==> src/rtl/npu_wb_loader.sv <==
// npu_wb_loader
// Wishbone initiator that copies a block of 32-bit words from a source region
// to a destination region on the same bus, one word at a time (read, then write).
// An idle bus cycle follows every acknowledged transfer. This lets slaves with
// a registered, non-self-clearing ack be used safely.
//
// Optional build macro: NPU_WB_TIMEOUT_EN
//   Enables an ack timeout. A transfer is aborted after TIMEOUT_CYCLES
//   stb-high cycles without ack, and err_o pulses together with done_o.
//   When the macro is undefined, the block waits for ack indefinitely and
//   err_o is tied to 0.
//
// Ports:
//   wb_clk_i, wb_rst_ni       clock, asynchronous active-low reset
//   start_i                   single-cycle command strobe (sampled in IDLE only)
//   src_adr_i, dst_adr_i      source / destination byte addresses
//   len_i                     word count (0 completes without bus activity)
//   dst_inc_i                 1 = incrementing destination, 0 = fixed (stream port)
//   busy_o, done_o, err_o     command status; done_o/err_o are one-cycle pulses
//   words_o                   words written in the current or last command
//   wbm_*                     Wishbone master port
module npu_wb_loader #(
  parameter int LEN_W          = 8,
  parameter int ADR_STEP       = 4,
  parameter int TIMEOUT_CYCLES = 255
) (
  input  logic             wb_clk_i,
  input  logic             wb_rst_ni,
  input  logic             start_i,
  input  logic [31:0]      src_adr_i,
  input  logic [31:0]      dst_adr_i,
  input  logic [LEN_W-1:0] len_i,
  input  logic             dst_inc_i,
  output logic             busy_o,
  output logic             done_o,
  output logic             err_o,
  output logic [LEN_W-1:0] words_o,
  output logic             wbm_cyc_o,
  output logic             wbm_stb_o,
  output logic             wbm_we_o,
  output logic [3:0]       wbm_sel_o,
  output logic [31:0]      wbm_adr_o,
  output logic [31:0]      wbm_dat_o,
  input  logic [31:0]      wbm_dat_i,
  input  logic             wbm_ack_i
);

  typedef enum logic [2:0] {
    S_IDLE, S_RD, S_RD_GAP, S_WR, S_WR_GAP, S_DONE
  } state_t;

  state_t           r_state, w_state;
  logic [31:0]      r_src, w_src;
  logic [31:0]      r_dst, w_dst;
  logic [LEN_W-1:0] r_len, w_len;
  logic             r_inc, w_inc;
  logic [31:0]      r_buf, w_buf;
  logic [LEN_W-1:0] r_words, w_words;
  logic             r_busy, w_busy;
  logic             r_done, w_done;
  logic             r_cyc, w_cyc;
  logic             r_stb, w_stb;
  logic             r_we, w_we;
  logic [3:0]       r_sel, w_sel;
  logic [31:0]      r_adr, w_adr;
  logic [31:0]      r_dat, w_dat;

`ifdef NPU_WB_TIMEOUT_EN
  localparam int TMO_W = $clog2(TIMEOUT_CYCLES + 1);
  logic [TMO_W-1:0] r_tmo, w_tmo;
  logic             r_abort, w_abort;
  logic             r_err, w_err;
  logic             w_tmo_hit;
  // Last stb-high cycle allowed without ack.
  assign w_tmo_hit = (r_tmo == TMO_W'(TIMEOUT_CYCLES - 1));
  assign err_o     = r_err;
`else
  logic w_unused_tmo;
  assign w_unused_tmo = (TIMEOUT_CYCLES > 0);
  assign err_o        = 1'b0;
`endif

  always_ff @(posedge wb_clk_i or negedge wb_rst_ni) begin
    if (!wb_rst_ni) begin
      r_state <= S_IDLE;
      r_src   <= '0;
      r_dst   <= '0;
      r_len   <= '0;
      r_inc   <= 1'b0;
      r_buf   <= '0;
      r_words <= '0;
      r_busy  <= 1'b0;
      r_done  <= 1'b0;
      r_cyc   <= 1'b0;
      r_stb   <= 1'b0;
      r_we    <= 1'b0;
      r_sel   <= '0;
      r_adr   <= '0;
      r_dat   <= '0;
`ifdef NPU_WB_TIMEOUT_EN
      r_tmo   <= '0;
      r_abort <= 1'b0;
      r_err   <= 1'b0;
`endif
    end else begin
      r_state <= w_state;
      r_src   <= w_src;
      r_dst   <= w_dst;
      r_len   <= w_len;
      r_inc   <= w_inc;
      r_buf   <= w_buf;
      r_words <= w_words;
      r_busy  <= w_busy;
      r_done  <= w_done;
      r_cyc   <= w_cyc;
      r_stb   <= w_stb;
      r_we    <= w_we;
      r_sel   <= w_sel;
      r_adr   <= w_adr;
      r_dat   <= w_dat;
`ifdef NPU_WB_TIMEOUT_EN
      r_tmo   <= w_tmo;
      r_abort <= w_abort;
      r_err   <= w_err;
`endif
    end
  end

  // Bus outputs are registered and loaded on the transition into a bus state,
  // so they are glitch-free and the address/data hold their last value.
  always_comb begin
    w_state = r_state;
    w_src   = r_src;
    w_dst   = r_dst;
    w_len   = r_len;
    w_inc   = r_inc;
    w_buf   = r_buf;
    w_words = r_words;
    w_busy  = r_busy;
    w_done  = 1'b0;
    w_cyc   = r_cyc;
    w_stb   = r_stb;
    w_we    = r_we;
    w_sel   = r_sel;
    w_adr   = r_adr;
    w_dat   = r_dat;
`ifdef NPU_WB_TIMEOUT_EN
    w_tmo   = r_tmo;
    w_abort = r_abort;
    w_err   = 1'b0;
`endif
    case (r_state)
      S_IDLE: begin
        if (start_i) begin
          w_src   = src_adr_i;
          w_dst   = dst_adr_i;
          w_len   = len_i;
          w_inc   = dst_inc_i;
          w_words = '0;
          w_busy  = 1'b1;
`ifdef NPU_WB_TIMEOUT_EN
          w_abort = 1'b0;
          w_tmo   = '0;
`endif
          if (len_i == '0) begin
            w_state = S_DONE;
          end else begin
            w_state = S_RD;
            w_cyc   = 1'b1;
            w_stb   = 1'b1;
            w_we    = 1'b0;
            w_sel   = 4'hF;
            w_adr   = src_adr_i;
          end
        end
      end
      S_RD: begin
        if (wbm_ack_i) begin
          w_buf   = wbm_dat_i;
          w_cyc   = 1'b0;
          w_stb   = 1'b0;
          w_state = S_RD_GAP;
        end
`ifdef NPU_WB_TIMEOUT_EN
        else if (w_tmo_hit) begin
          w_cyc   = 1'b0;
          w_stb   = 1'b0;
          w_abort = 1'b1;
          w_state = S_DONE;
        end else begin
          w_tmo = r_tmo + TMO_W'(1);
        end
`endif
      end
      S_RD_GAP: begin
        w_src   = r_src + 32'(ADR_STEP);
        w_state = S_WR;
        w_cyc   = 1'b1;
        w_stb   = 1'b1;
        w_we    = 1'b1;
        w_sel   = 4'hF;
        w_adr   = r_dst;
        w_dat   = r_buf;
`ifdef NPU_WB_TIMEOUT_EN
        w_tmo   = '0;
`endif
      end
      S_WR: begin
        if (wbm_ack_i) begin
          w_words = r_words + LEN_W'(1);
          w_cyc   = 1'b0;
          w_stb   = 1'b0;
          w_we    = 1'b0;
          w_state = S_WR_GAP;
        end
`ifdef NPU_WB_TIMEOUT_EN
        else if (w_tmo_hit) begin
          w_cyc   = 1'b0;
          w_stb   = 1'b0;
          w_we    = 1'b0;
          w_abort = 1'b1;
          w_state = S_DONE;
        end else begin
          w_tmo = r_tmo + TMO_W'(1);
        end
`endif
      end
      S_WR_GAP: begin
        if (r_inc) begin
          w_dst = r_dst + 32'(ADR_STEP);
        end
        if (r_words == r_len) begin
          w_state = S_DONE;
        end else begin
          w_state = S_RD;
          w_cyc   = 1'b1;
          w_stb   = 1'b1;
          w_we    = 1'b0;
          w_sel   = 4'hF;
          // Source address was already advanced in RD_GAP.
          w_adr   = r_src;
`ifdef NPU_WB_TIMEOUT_EN
          w_tmo   = '0;
`endif
        end
      end
      S_DONE: begin
        w_done  = 1'b1;
        w_busy  = 1'b0;
        w_state = S_IDLE;
`ifdef NPU_WB_TIMEOUT_EN
        w_err   = r_abort;
`endif
      end
      default: w_state = S_IDLE;
    endcase
  end

  assign busy_o    = r_busy;
  assign done_o    = r_done;
  assign words_o   = r_words;
  assign wbm_cyc_o = r_cyc;
  assign wbm_stb_o = r_stb;
  assign wbm_we_o  = r_we;
  assign wbm_sel_o = r_sel;
  assign wbm_adr_o = r_adr;
  assign wbm_dat_o = r_dat;

endmodule
==> config.mk <==
export PLATFORM = sky130hd
export DESIGN_NAME = npu_wb_loader
export DESIGN_NICKNAME = d
export VERILOG_FILES = /design/src/rtl/npu_wb_loader.sv
export SDC_FILE = /design/constraint.sdc
export NUM_CORES = 1
export LEC_CHECK = 0
export BUFFER_PORTS_ARGS = -buffer_cell sky130_fd_sc_hd__clkbuf_2
export CORE_AREA = 10 10 167 169
export DETAILED_ROUTE_END_ITERATION = 12
export DIE_AREA = 0 0 177 179
export GPL_ROUTABILITY_DRIVEN = 0
export PLACE_DENSITY = 0.62
export SYNTH_ARGS = -nofsm -noshare
export SYNTH_HDL_FRONTEND = slang
export SYNTH_SLANG_ARGS = --single-unit
==> constraint.sdc <==
create_clock -name wb_clk_i -period 7.1 [get_ports wb_clk_i]
set_input_delay 0.355 -clock wb_clk_i [delete_from_list [all_inputs] [get_ports wb_clk_i]]
set_output_delay 0.355 -clock wb_clk_i [all_outputs]
set_load 0.01 [all_outputs]
==> results.cfg <==
[outcome]
status = complete, no violations

[routing]
postRouteAntennaNets = 0
wire_per_inst_um = 18.8
drtIter0Drc = 819
drc = 0
vias = 8672
drt-total-wl_um = 29700
dr.pass1.iters = 5
drt-vias-per-instance = 5.50

[setup_path]
required_ps = 7440
crit_slowest_cell = dfrtp_1
path_class = flop to flop
path_buf_inv = 2
cpMostUsedCell = buf_4
critical_path.cell_chain = buf_4, nor2_1, nand2_1, nor4b_1, nand3b_1, buf_4, mux2i_1
cp_max_fo = 34
worst_setup_path_start_kind = flop
crit_family = simple AND/OR/NAND/NOR gates
crit_path_end_kind = flop
crit_arrival_ps = 3980
max_stage_delay_ps = 690

[hold_path]
min_path_type = input pin to flop

[grt]
grt_overflow = 0
grt_pass1_wl_um = 46700
antenna_found_initial = 0
grt_max_degree = 79
grt_pass1_vias = 8417
gr-usage-all-layers_pct = 18.4

[floorplanning]
dieHeight_um = 179
num_io_pins = 191
die_area_um2 = 31700
initial_core_util_pct = 39.0
dieWidth_um = 177
fp.coreArea_um2 = 24700
row_count = 58

[cts]
post_cts_buffers = 0
clock-sinks = 185
clockRootBuffer = clkbuf_16
cts_buffer_depth = 2
numCtsBuffers = 17
tritoncts = yes
clk_latency_ps = 430
htreeDepth = 4
clk_pin_slew_ps = 70

[sta]
hold_viol = 0
fin_crit_ps = 3640
fmax_ghz = 0.275
skew_ps = 16.5
rsz0062_at_grt = false
drv_slew = 0
finalSetupViolCount = 0
layout_setup_ws_ps = 3460
setup_tns_ps = 0
fin_crit_sh_pct = 51.2
worst_slew_pin_slew_ps = 1020
timing.slew.headroom_pct = 31.7

[cells_and_area]
drive_gt1_share_pct = 22.8
fillers = 2428
fin_cells = 1577
fin_nets = 1347
num_antenna_cells = 0
syn_to_final_growth_pct = 18.4

[placed_design]
placedCellCount = 1545
dp_slack_ps = 3490
dp_hpwl_um = 21000
portBuffers = 189

[logic_synthesis]
synthTopCellsByCount = 225 x nand2_1, 185 x dfrtp_1, 95 x o21ai_0
yosys_warnings = 0
yosysUniqueCellTypes = 62
synthCells = 1091
synth_edf_count = 0
syn-cell-area_um2 = 9640
synth_ff_type = dfrtp_1
ys_async_sr_fraction_pct = 100
synth_top_area_cell = dfrtp_1
synth.area.top_cells = dfrtp_1 48%, nand2_1 8.8%, o21ai_0 4.9%, a21oi_1 3.7%, mux2_2 3.7%
yosysTopAreaCellShare_pct = 48.0
syn_area_per_cell_um2 = 8.84
yosysSeqAreaShare_pct = 48.0
synth.ff_latch_count = 185
synth_fp_nets = 1203
synth.most_common_cell = nand2_1

[power]
p_total_mw = 5.15
peakVddDrop_v = 0.000211
p_leak_nw = 5.40
power_density_nw_per_um2 = 452

[flow_run]
maxCapViolCount = 0
==> worst paths after layout <==
kind	slack, ps	start	depth (start not counted)	endpoint
setup / recovery	3460	r_state[0]	7	wbm_adr_o[30]
hold / removal	120	dst_adr_i[1]	3	r_dst[1]
hold reg to reg	460	r_buf[30]	2	wbm_dat_o[30]
max in group asynchronous	5350	wb_rst_ni	3	wbm_adr_o[30]
setup reg to reg	3460	r_state[0]	7	wbm_adr_o[30]
min in group asynchronous	440	wb_rst_ni	2	words_o[7]
==> worst reg2reg max path: cells and delay by family (launching register included) <==
kind	cells	cell delay, ps
AND/OR/NAND/NOR	4	1700
buffers and inverters	2	880
flip-flops	1	690
multiplexers	1	270
==> power by group <==
| group | switching (mW) | total, mW | internal (mW) |
|---|---|---|---|
| logic | 1.26 | 2.15 | 0.888 |
| registers | 0.512 | 2.07 | 1.55 |
| clock network | 0.470 | 0.940 | 0.470 |
==> state kept, by name, indices dropped and copies added (netlist names) <==
| name | flops |
|---|---|
| r_buf | 32 |
| r_dst | 32 |
| r_src | 32 |
| wbm_adr_o | 32 |
| wbm_dat_o | 32 |
| r_len | 8 |
| words_o | 8 |
| r_state | 3 |
| busy_o | 1 |
| done_o | 1 |
| r_inc | 1 |
| wbm_sel_o | 1 |
| wbm_stb_o | 1 |
| wbm_we_o | 1 |
==> cell type report <==
class                           instances  area [um2]  share of cell area [%]
Multi-Input combinational cell        782        4540                    39.7
Inverter                               43         161                    1.41
Timing Repair Buffer                  206        1080                    9.51
Clock inverter                         14         161                    1.41
Sequential cell                       185        4630                    40.6
Clock buffer                           17         425                    3.73
Tap cell                              330         413                    3.62
==> per-stage QoR <==
stage / util (%) / hold WS [ps] / cell area (um2)
final: 46.1 / 117 / 11400
after CTS: 46.1 / 111 / 11400
after floorplan: - / 59.4 / 9640
after global routing: 46.1 / 124 / 11400
after global placement: 43.7 / 361 / 10800
after detailed placement: 43.7 / 360 / 10800
==> kinds of logic (layout without fill, tap and decap cells) <==
kind of cell	after synthesis	after routing	synth area share (%)
xor gates and xnor gates	16	16	1.45
other	1	1	0.0389
adders and majority gates	3	3	0.389
DFF	185	185	48.0
buffers and inverters	124	280	5.09
AOI/OAI and AO/OA	278	278	18.1
and+or+nand+nor	417	417	19.5
muxes	67	67	7.37
==> layer usage <==
metal  track usage, %  vias to the layer above  wire length [um]
met2             29.6                      286             14300
met4             3.64                        0               249
met3             3.16                       15              1910
met1             25.7                     4246             13200
li1                 -                     4125                 -
met5                0                        -                 0
==> placed cells by master, fill, tap and decap left out, types with 35 or more instances in the layout <==
| cell type | n |
|---|---|
| o21ai_0 | 95 |
| mux2i_1 | 35 |
| nand3_1 | 36 |
| dfrtp_1 | 184 |
| nor2_1 | 57 |
| clkbuf_2 | 188 |
| nand2_1 | 225 |
| a21oi_1 | 72 |
| inv_1 | 43 |
==> what timing repair did <==
action | CTS | global route
hold buffers | 1 | 0
endpoints found under the hold margin | 53 | 0
gates resized for setup | 0 | 0
No activity file was read; power rests on OpenSTA's default activity.
